### config.mk
export PLATFORM = sky130hd
export DESIGN_NAME = b06_datapath
export DESIGN_NICKNAME = d
export VERILOG_FILES = /design/src/rtl/b06_pkg.sv /design/src/rtl/b06_dwell_counter.sv /design/src/rtl/b06_datapath.sv
export SDC_FILE = /design/constraint.sdc
export NUM_CORES = 1
export LEC_CHECK = 0
export CORE_ASPECT_RATIO = 1.5
export CORE_UTILIZATION = 45
export DETAILED_ROUTE_END_ITERATION = 10
export PLACE_DENSITY = 0.77
export SYNTH_ARGS = -nofsm -noshare
export SYNTH_HDL_FRONTEND = slang
export SYNTH_SLANG_ARGS = --single-unit
### constraint.sdc
create_clock -name clock -period 2 [get_ports clock]
set_input_delay 0.3 -clock clock [delete_from_list [all_inputs] [get_ports clock]]
set_output_delay 0.3 -clock clock [all_outputs]
set_load 0.01 [all_outputs]
### src/rtl/b06_pkg.sv
// ----------------------------------------------------------------------------
// b06_pkg
// Shared constants for the b06 control/datapath pair.
//   - cc_mux mode codes driven by the control FSM
//   - uscite output code values
//   - acknowledge counter width
// ----------------------------------------------------------------------------
package b06_pkg;

    localparam logic [1:0] CC_IDLE  = 2'b00;
    localparam logic [1:0] CC_LOAD  = 2'b01;
    localparam logic [1:0] CC_EXACT = 2'b10;
    localparam logic [1:0] CC_MASK  = 2'b11;

    localparam logic [1:0] USC_NONE = 2'b00;
    localparam logic [1:0] USC_1    = 2'b01;
    localparam logic [1:0] USC_2    = 2'b10;
    localparam logic [1:0] USC_3    = 2'b11;

    localparam int ACK_CNT_W = 8;

endpackage

### src/rtl/b06_dwell_counter.sv
// ----------------------------------------------------------------------------
// b06_dwell_counter
// Terminal-count dwell timer. Counts up while enabled, stops at CNT_MAX
// without wrapping, and clears as soon as enable drops.
// Ports:
//   clock    : rising-edge clock
//   reset    : synchronous, active-high reset
//   enable   : count enable
//   cont_eql : registered, high while the count sits at CNT_MAX
// ----------------------------------------------------------------------------
module b06_dwell_counter #(
    parameter int CNT_MAX = 3
) (
    input  logic clock,
    input  logic reset,
    input  logic enable,
    output logic cont_eql
);

    localparam logic [7:0] TERM = 8'(CNT_MAX);

    logic [7:0] count;
    logic [7:0] count_nxt;

    always_comb begin
        count_nxt = 8'd0;
        if (enable) begin
            count_nxt = (count < TERM) ? count + 8'd1 : count;
        end
    end

    // cont_eql is derived from the next count so it lines up with count itself.
    always_ff @(posedge clock) begin
        if (reset) begin
            count    <= 8'd0;
            cont_eql <= 1'b0;
        end else begin
            count    <= count_nxt;
            cont_eql <= (count_nxt == TERM);
        end
    end

endmodule

### src/rtl/b06_datapath.sv
// ----------------------------------------------------------------------------
// b06_datapath
// Datapath stage downstream of the b06 control FSM: reference register,
// exact/masked compare, dwell counter and acknowledge edge detector.
// Every output is registered with one cycle of latency.
// Ports:
//   clock, reset   : rising-edge clock, synchronous active-high reset
//   cc_mux         : 00 idle, 01 load, 10 exact compare, 11 masked compare
//   enable_count   : dwell counter enable
//   ackout         : acknowledge level from the FSM
//   uscite         : FSM output code, re-registered on out_code
//   data_in/_valid : operand and its qualifier
//   eql            : compare result
//   cont_eql       : dwell counter at terminal count
//   ref_q          : reference register
//   out_code       : registered uscite
//   ack_pulse      : one-cycle pulse on ackout rising edge
//   ack_cnt        : saturating count of acknowledge pulses
// Build option B06_DATAPATH_PARITY_EN adds data_par (even parity over
// data_in) and par_err; a valid beat with bad parity flags par_err for one
// cycle, forces eql low and is not loaded.
// ----------------------------------------------------------------------------
module b06_datapath
    import b06_pkg::*;
#(
    parameter int             W       = 8,
    parameter int             CNT_MAX = 3,
    parameter logic [W-1:0]   MASK    = W'(8'hF0)
) (
    input  logic                 clock,
    input  logic                 reset,
    input  logic [1:0]           cc_mux,
    input  logic                 enable_count,
    input  logic                 ackout,
    input  logic [1:0]           uscite,
    input  logic [W-1:0]         data_in,
    input  logic                 data_in_valid,
    output logic                 eql,
    output logic                 cont_eql,
    output logic [W-1:0]         ref_q,
    output logic [1:0]           out_code,
    output logic                 ack_pulse,
    output logic [ACK_CNT_W-1:0] ack_cnt
`ifdef B06_DATAPATH_PARITY_EN
    ,
    input  logic                 data_par,
    output logic                 par_err
`endif
);

    logic par_bad;
    logic accept;
    logic ackout_q;
    logic ack_rise;

`ifdef B06_DATAPATH_PARITY_EN
    assign par_bad = data_in_valid & (^{data_in, data_par});
`else
    assign par_bad = 1'b0;
`endif

    assign accept   = data_in_valid & ~par_bad;
    assign ack_rise = ackout & ~ackout_q;

    b06_dwell_counter #(
        .CNT_MAX (CNT_MAX)
    ) u_dwell (
        .clock    (clock),
        .reset    (reset),
        .enable   (enable_count),
        .cont_eql (cont_eql)
    );

    // Compare uses the current ref_q; loads only happen in CC_LOAD so the
    // two never collide.
    always_ff @(posedge clock) begin
        if (reset) begin
            eql   <= 1'b0;
            ref_q <= '0;
        end else begin
            case (cc_mux)
                CC_IDLE: eql <= 1'b0;
                CC_LOAD: begin
                    if (accept) begin
                        ref_q <= data_in;
                        eql   <= 1'b0;
                    end else if (par_bad) begin
                        eql <= 1'b0;
                    end
                end
                CC_EXACT: begin
                    if (accept)       eql <= (data_in == ref_q);
                    else if (par_bad) eql <= 1'b0;
                end
                default: begin
                    if (accept)       eql <= ((data_in & MASK) == (ref_q & MASK));
                    else if (par_bad) eql <= 1'b0;
                end
            endcase
        end
    end

    // The count advances on the same edge that raises ack_pulse, so both
    // outputs reflect a rising edge with the same latency.
    always_ff @(posedge clock) begin
        if (reset) begin
            ackout_q  <= 1'b0;
            ack_pulse <= 1'b0;
            ack_cnt   <= '0;
            out_code  <= 2'b00;
        end else begin
            ackout_q  <= ackout;
            ack_pulse <= ack_rise;
            if (ack_rise && (ack_cnt != {ACK_CNT_W{1'b1}})) begin
                ack_cnt <= ack_cnt + 1'b1;
            end
            out_code  <= uscite;
        end
    end

`ifdef B06_DATAPATH_PARITY_EN
    always_ff @(posedge clock) begin
        if (reset) par_err <= 1'b0;
        else       par_err <= par_bad;
    end
`endif

endmodule
; ---- Word level (Yosys, flattened, before mapping)
; Index checks and enable logic that the tools add are counted.
[word_totals]
out_inout_bits = 21
regBits = 30
in_bits = 17
wordCells = 32
[op_classes]
n_eq_ne = 8
order_cmp = 1
add_sub_neg = 2
reduce_logical = 5
n_bitwise = 2
n_mux = 6
[op_table]
columns = cell, n
row1 = "8-bit by 1-bit adder with 8-bit output, second input constant", 2
row2 = 8-bit two-way mux, 2
row3 = "8-bit by 2-bit == test with 1-bit output, second input constant", 1
row4 = 8-bit == test, 1
row5 = "8-bit by 2-bit < comparator with 1-bit output, second input constant", 1
row6 = "8-bit != test, second input constant", 1
row7 = 4-bit == test, 1
row8 = "2-bit != test, second input constant", 2
row9 = 1-bit two-way mux, 3
row10 = 1-bit case mux with 3 select lines, 1
row11 = 3-bit AND reduction, 1
row12 = "2-bit by 1-bit == test with 1-bit output, second input constant", 1
row13 = "2-bit == test, second input constant", 1
row14 = 2-bit logical NOT, 1
row15 = 2-bit AND reduction, 1
row16 = 2-bit nonzero test, 1
row17 = 1-bit bitwise AND, 1
row18 = 1-bit logical AND, 1
row19 = 1-bit inverter, 1

; ---- Depth between registers and ports, before layout
[depth]
word_depth = 4
mapped_depth = 5
mapped_depth_nobuf = 5

; ---- Cells and area by module
; A second synthesis with hierarchy kept.
[hier_totals]
cells_unflattened = 129
hier_area_um2 = 1298.7
[by_module_without_submodules]
columns = module, seq_area_each_um2, n_inst, cells_per_inst, area_per_inst_um2
row1 = b06_datapath, 420.4, 1, 97, 952.2
row2 = b06_dwell_counter, 180.2, 1, 32, 346.6

; ---- Worst setup path after synthesis
; No wires, ideal clock.
[synth_timing]
path_kind = reg2reg
startpoint = register ack_cnt[0]
endpoint = register ack_cnt[7]
path_stages_with_launch = 6
setup_ns = 0.123
synth_period_minus_slack_ns = 1.512
path_buffers = 0
arrival_time_ns = 1.389
slack_ns = 0.488
t_required_ns = 1.877
path_cell_list = dfxtp_1 -> ha_1 -> nand2_1 -> nor2_1 -> nor4_1 -> mux2_1
[synth_via]
elab_chain_len = 2
elab_cells_between_ends = 3
classes_between = add/sub (1) / eq/ne (1) / reduce/logical (1)
[synth_rtl]
columns = item, line_no
row1 = "start, declared", b06_datapath.sv:43  ; output logic [ACK_CNT_W-1:0] ack_cnt
row2 = "start signal, assigned", b06_datapath.sv:115  ; ack_cnt <= ack_cnt + 1'b1;
row3 = branches (longest 2 deep; another with 8-bit by 1-bit adder with 8-bit output), n/a
; Parallel ways; which one is timed is not known.
; A chain may end at the register's enable or synchronous reset.

; ---- Worst setup path after layout
[layout_timing]
startpoint = register ack_cnt[2]
endpoint = output ack_cnt[2]
; No word-level cell between the ends.

==> results.tsv <==
metric	value	unit
outcome	completed	
Max-slew headroom	65.7	%
setup bufs post-CTS	0	
delay of the slowest critical-path stage	0.59	ns
clk slew on worst S/H paths	0.06	ns
CP arrival	1.32	ns
clk sink count	30	
RSZ-0062 raised after global routing	no	
first-pass GRT wire length	4150	µm
CTS buffer count	5	
CP max-delay cell	clkdlybuf4s50_1	
Final HPWL DP	1830	µm
Starting Density	47.4	%
largest net degree at the start of global routing	15	
drc violations	0	
Cell Rows	23	
nets	185	
DR WL/cell	12.2	µm
crit path from	ack_cnt[2]	
GR Overflow Total	0	
area of the multi-input gates	641	µm²
placed inst area	0.00167	mm²
Post-DRT Antenna Nets	0	
hold path startpoint	u_dwell.count[2]	
CTS tree	done	
Clock Path Buffers	2	
skew final	0.00321	ns
initial drt markers	23	
mapped cell area	0.00125	mm²
Synth area leaders	dfxtp_1 (48%), mux2i_1 (9.6%), xnor2_1 (5.6%)	
post-cts resize count	0	
synthesized area per cell	10.2	µm²
Pre-antenna DRT Iters	4	
Area growth syn-to-layout	39.7	%
share of cells above drive strength 1	9.64	%
Final Max Tran Viols	0	
Commonest cells post-synth	dfxtp_1 (30), nor2_1 (17), mux2i_1 (12), xnor2_1 (8), nor2b_1 (7)	
Total Routed Length	2480	µm
leak pwr	0.723	nW
Worst Hold Class	reg2reg	
CP endpoint kind	output port	
Synth top area share	47.9	%
# hold bufs at CTS	0	
Fill cells	231	
most common cell in the netlist	dfxtp_1	
Setup CP Type	reg2out	
VDD IR-drop max	0.452	mV
Hold Slack	0.462	ns
PortBufs	37	
post-route minimum period	1.62	ns
count of cell types in the netlist	36	
all-layer global routing usage	19.7	%
CP delay by family, top	buffers and inverters	
top_reg_cell synth	dfxtp_1	
vias per cell	4.95	
worst-path cell chain	clkdlybuf4s50_1	
vias in the first global route	987	
syn nets	142	
register bit total from synthesis	30	
Worst Setup Start Kind	flip-flop	
Ports	38	
Worst R2R Start	ack_cnt[0]	
required time of the critical path	1.70	ns
Synth Warn #	0	
Worst-Margin Slew	0.512	ns
pwr dens	694	mW/mm²
Buf+Inv Stages, Crit Path	1	
Hold Fails Final Rpt	0	
register area share after synthesis	47.9	%
clock latency at the later pin of the worst-skew pair	0.28	ns
register area	601	µm²
die height	66.6	µm
Synth async-reset ratio	0	%
Diodes inserted	0	
setup TNS	0	ns
antenna violations before repair	0	
root buf cell	clkbuf_8	
Max-Cap Viols	0	
number of flops mapped to enable cells by yosys	0	
max frequency	617	MHz
Final Setup Violations	0	
Placer Congestion	0.823	
Synth Instances	123	
Tot Pwr	1.21	mW
die width	45.1	µm
Tcrit/Tclk final	81.0	%
post-synth top area cell	dfxtp_1	
Core Region	0.00265	mm²
via count	1004	
final instance area	0.00175	mm²
CP max FO	7	
H-tree levels	2	
total die area	0.00301	mm²
==> report_power, final <==
part,switching (mW),leakage (nW),internal [mW],total (mW)
Clock,0.216,0.0438,0.232,0.448
Sequential,0.0147,0.244,0.614,0.629
Combinational,0.0536,0.435,0.0838,0.137
==> logic make-up (layout without fill, tap and decap cells) <==
kind of cell | Yosys count | after routing | synth area share (%)
and+or+nand+nor | 54 | 54 | 25.2
buffers and inverters | 3 | 46 | 0.998
muxes | 13 | 13 | 10.5
adders and majority gates | 2 | 2 | 2.00
DFF | 30 | 30 | 47.9
AOI/OAI and AO/OA | 11 | 11 | 6.49
xor gates and xnor gates | 10 | 10 | 6.99
==> cell type report <==
class,count,area share [%]
flip-flops and latches,30,34.3
clock buffers,5,3.93
repair buffers,39,22.0
multi-input cells,90,36.6
clock inverters,2,0.571
well taps,37,2.64
==> placed cells by master (no fill, tap or decap), types with 3 or more instances in the layout <==
master,instances
clkdlybuf4s50_1,37
dfxtp_1,30
nor2_1,17
mux2i_1,12
xnor2_1,8
nor2b_1,7
and2_1,5
nand2_1,5
clkbuf_8,5
nand4_1,3
a21oi_1,3
==> flip-flops by register name (all words and copies together), names as in the netlist <==
| signal | flops |
|---|---|
| u_dwell.count | 8 |
| ack_pulse | 1 |
| u_dwell.cont_eql | 1 |
| eql | 1 |
| ref_q | 8 |
| ack_cnt | 8 |
| ackout_q | 1 |
| out_code | 2 |
==> metrics by stage <==
| step | std cells | util (%) | setup WS [ns] |
|---|---|---|---|
| after floorplan | 123 | - | 0.488 |
| after global placement | 196 | 63.2 | 0.255 |
| after detailed placement | 196 | 63.2 | 0.227 |
| after CTS | 203 | 66.2 | 0.378 |
| after global routing | 203 | 66.2 | 0.295 |
| final | 203 | 66.2 | 0.381 |
==> path summary, 6_finish.rpt <==
path,end,slack (ns),depth (start not counted)
setup / recovery,ack_cnt[2],0.38,1
hold / removal,u_dwell.count[2],0.46,1
setup reg to reg,ack_cnt[7],0.41,5
hold reg to reg,u_dwell.count[2],0.46,1
==> layer usage <==
layer  wire length [µm]  part of all wire [%]  track usage, %  vias up
met5                  0                     0               0        -
met4                 55                   2.2            11.7        0
met3                155                   6.2            7.59        5
met2               1270                    51            33.3       37
met1               1000                    40            19.6      452
li1                   -                     -               -      510
Power figures use the tool's default switching activity.
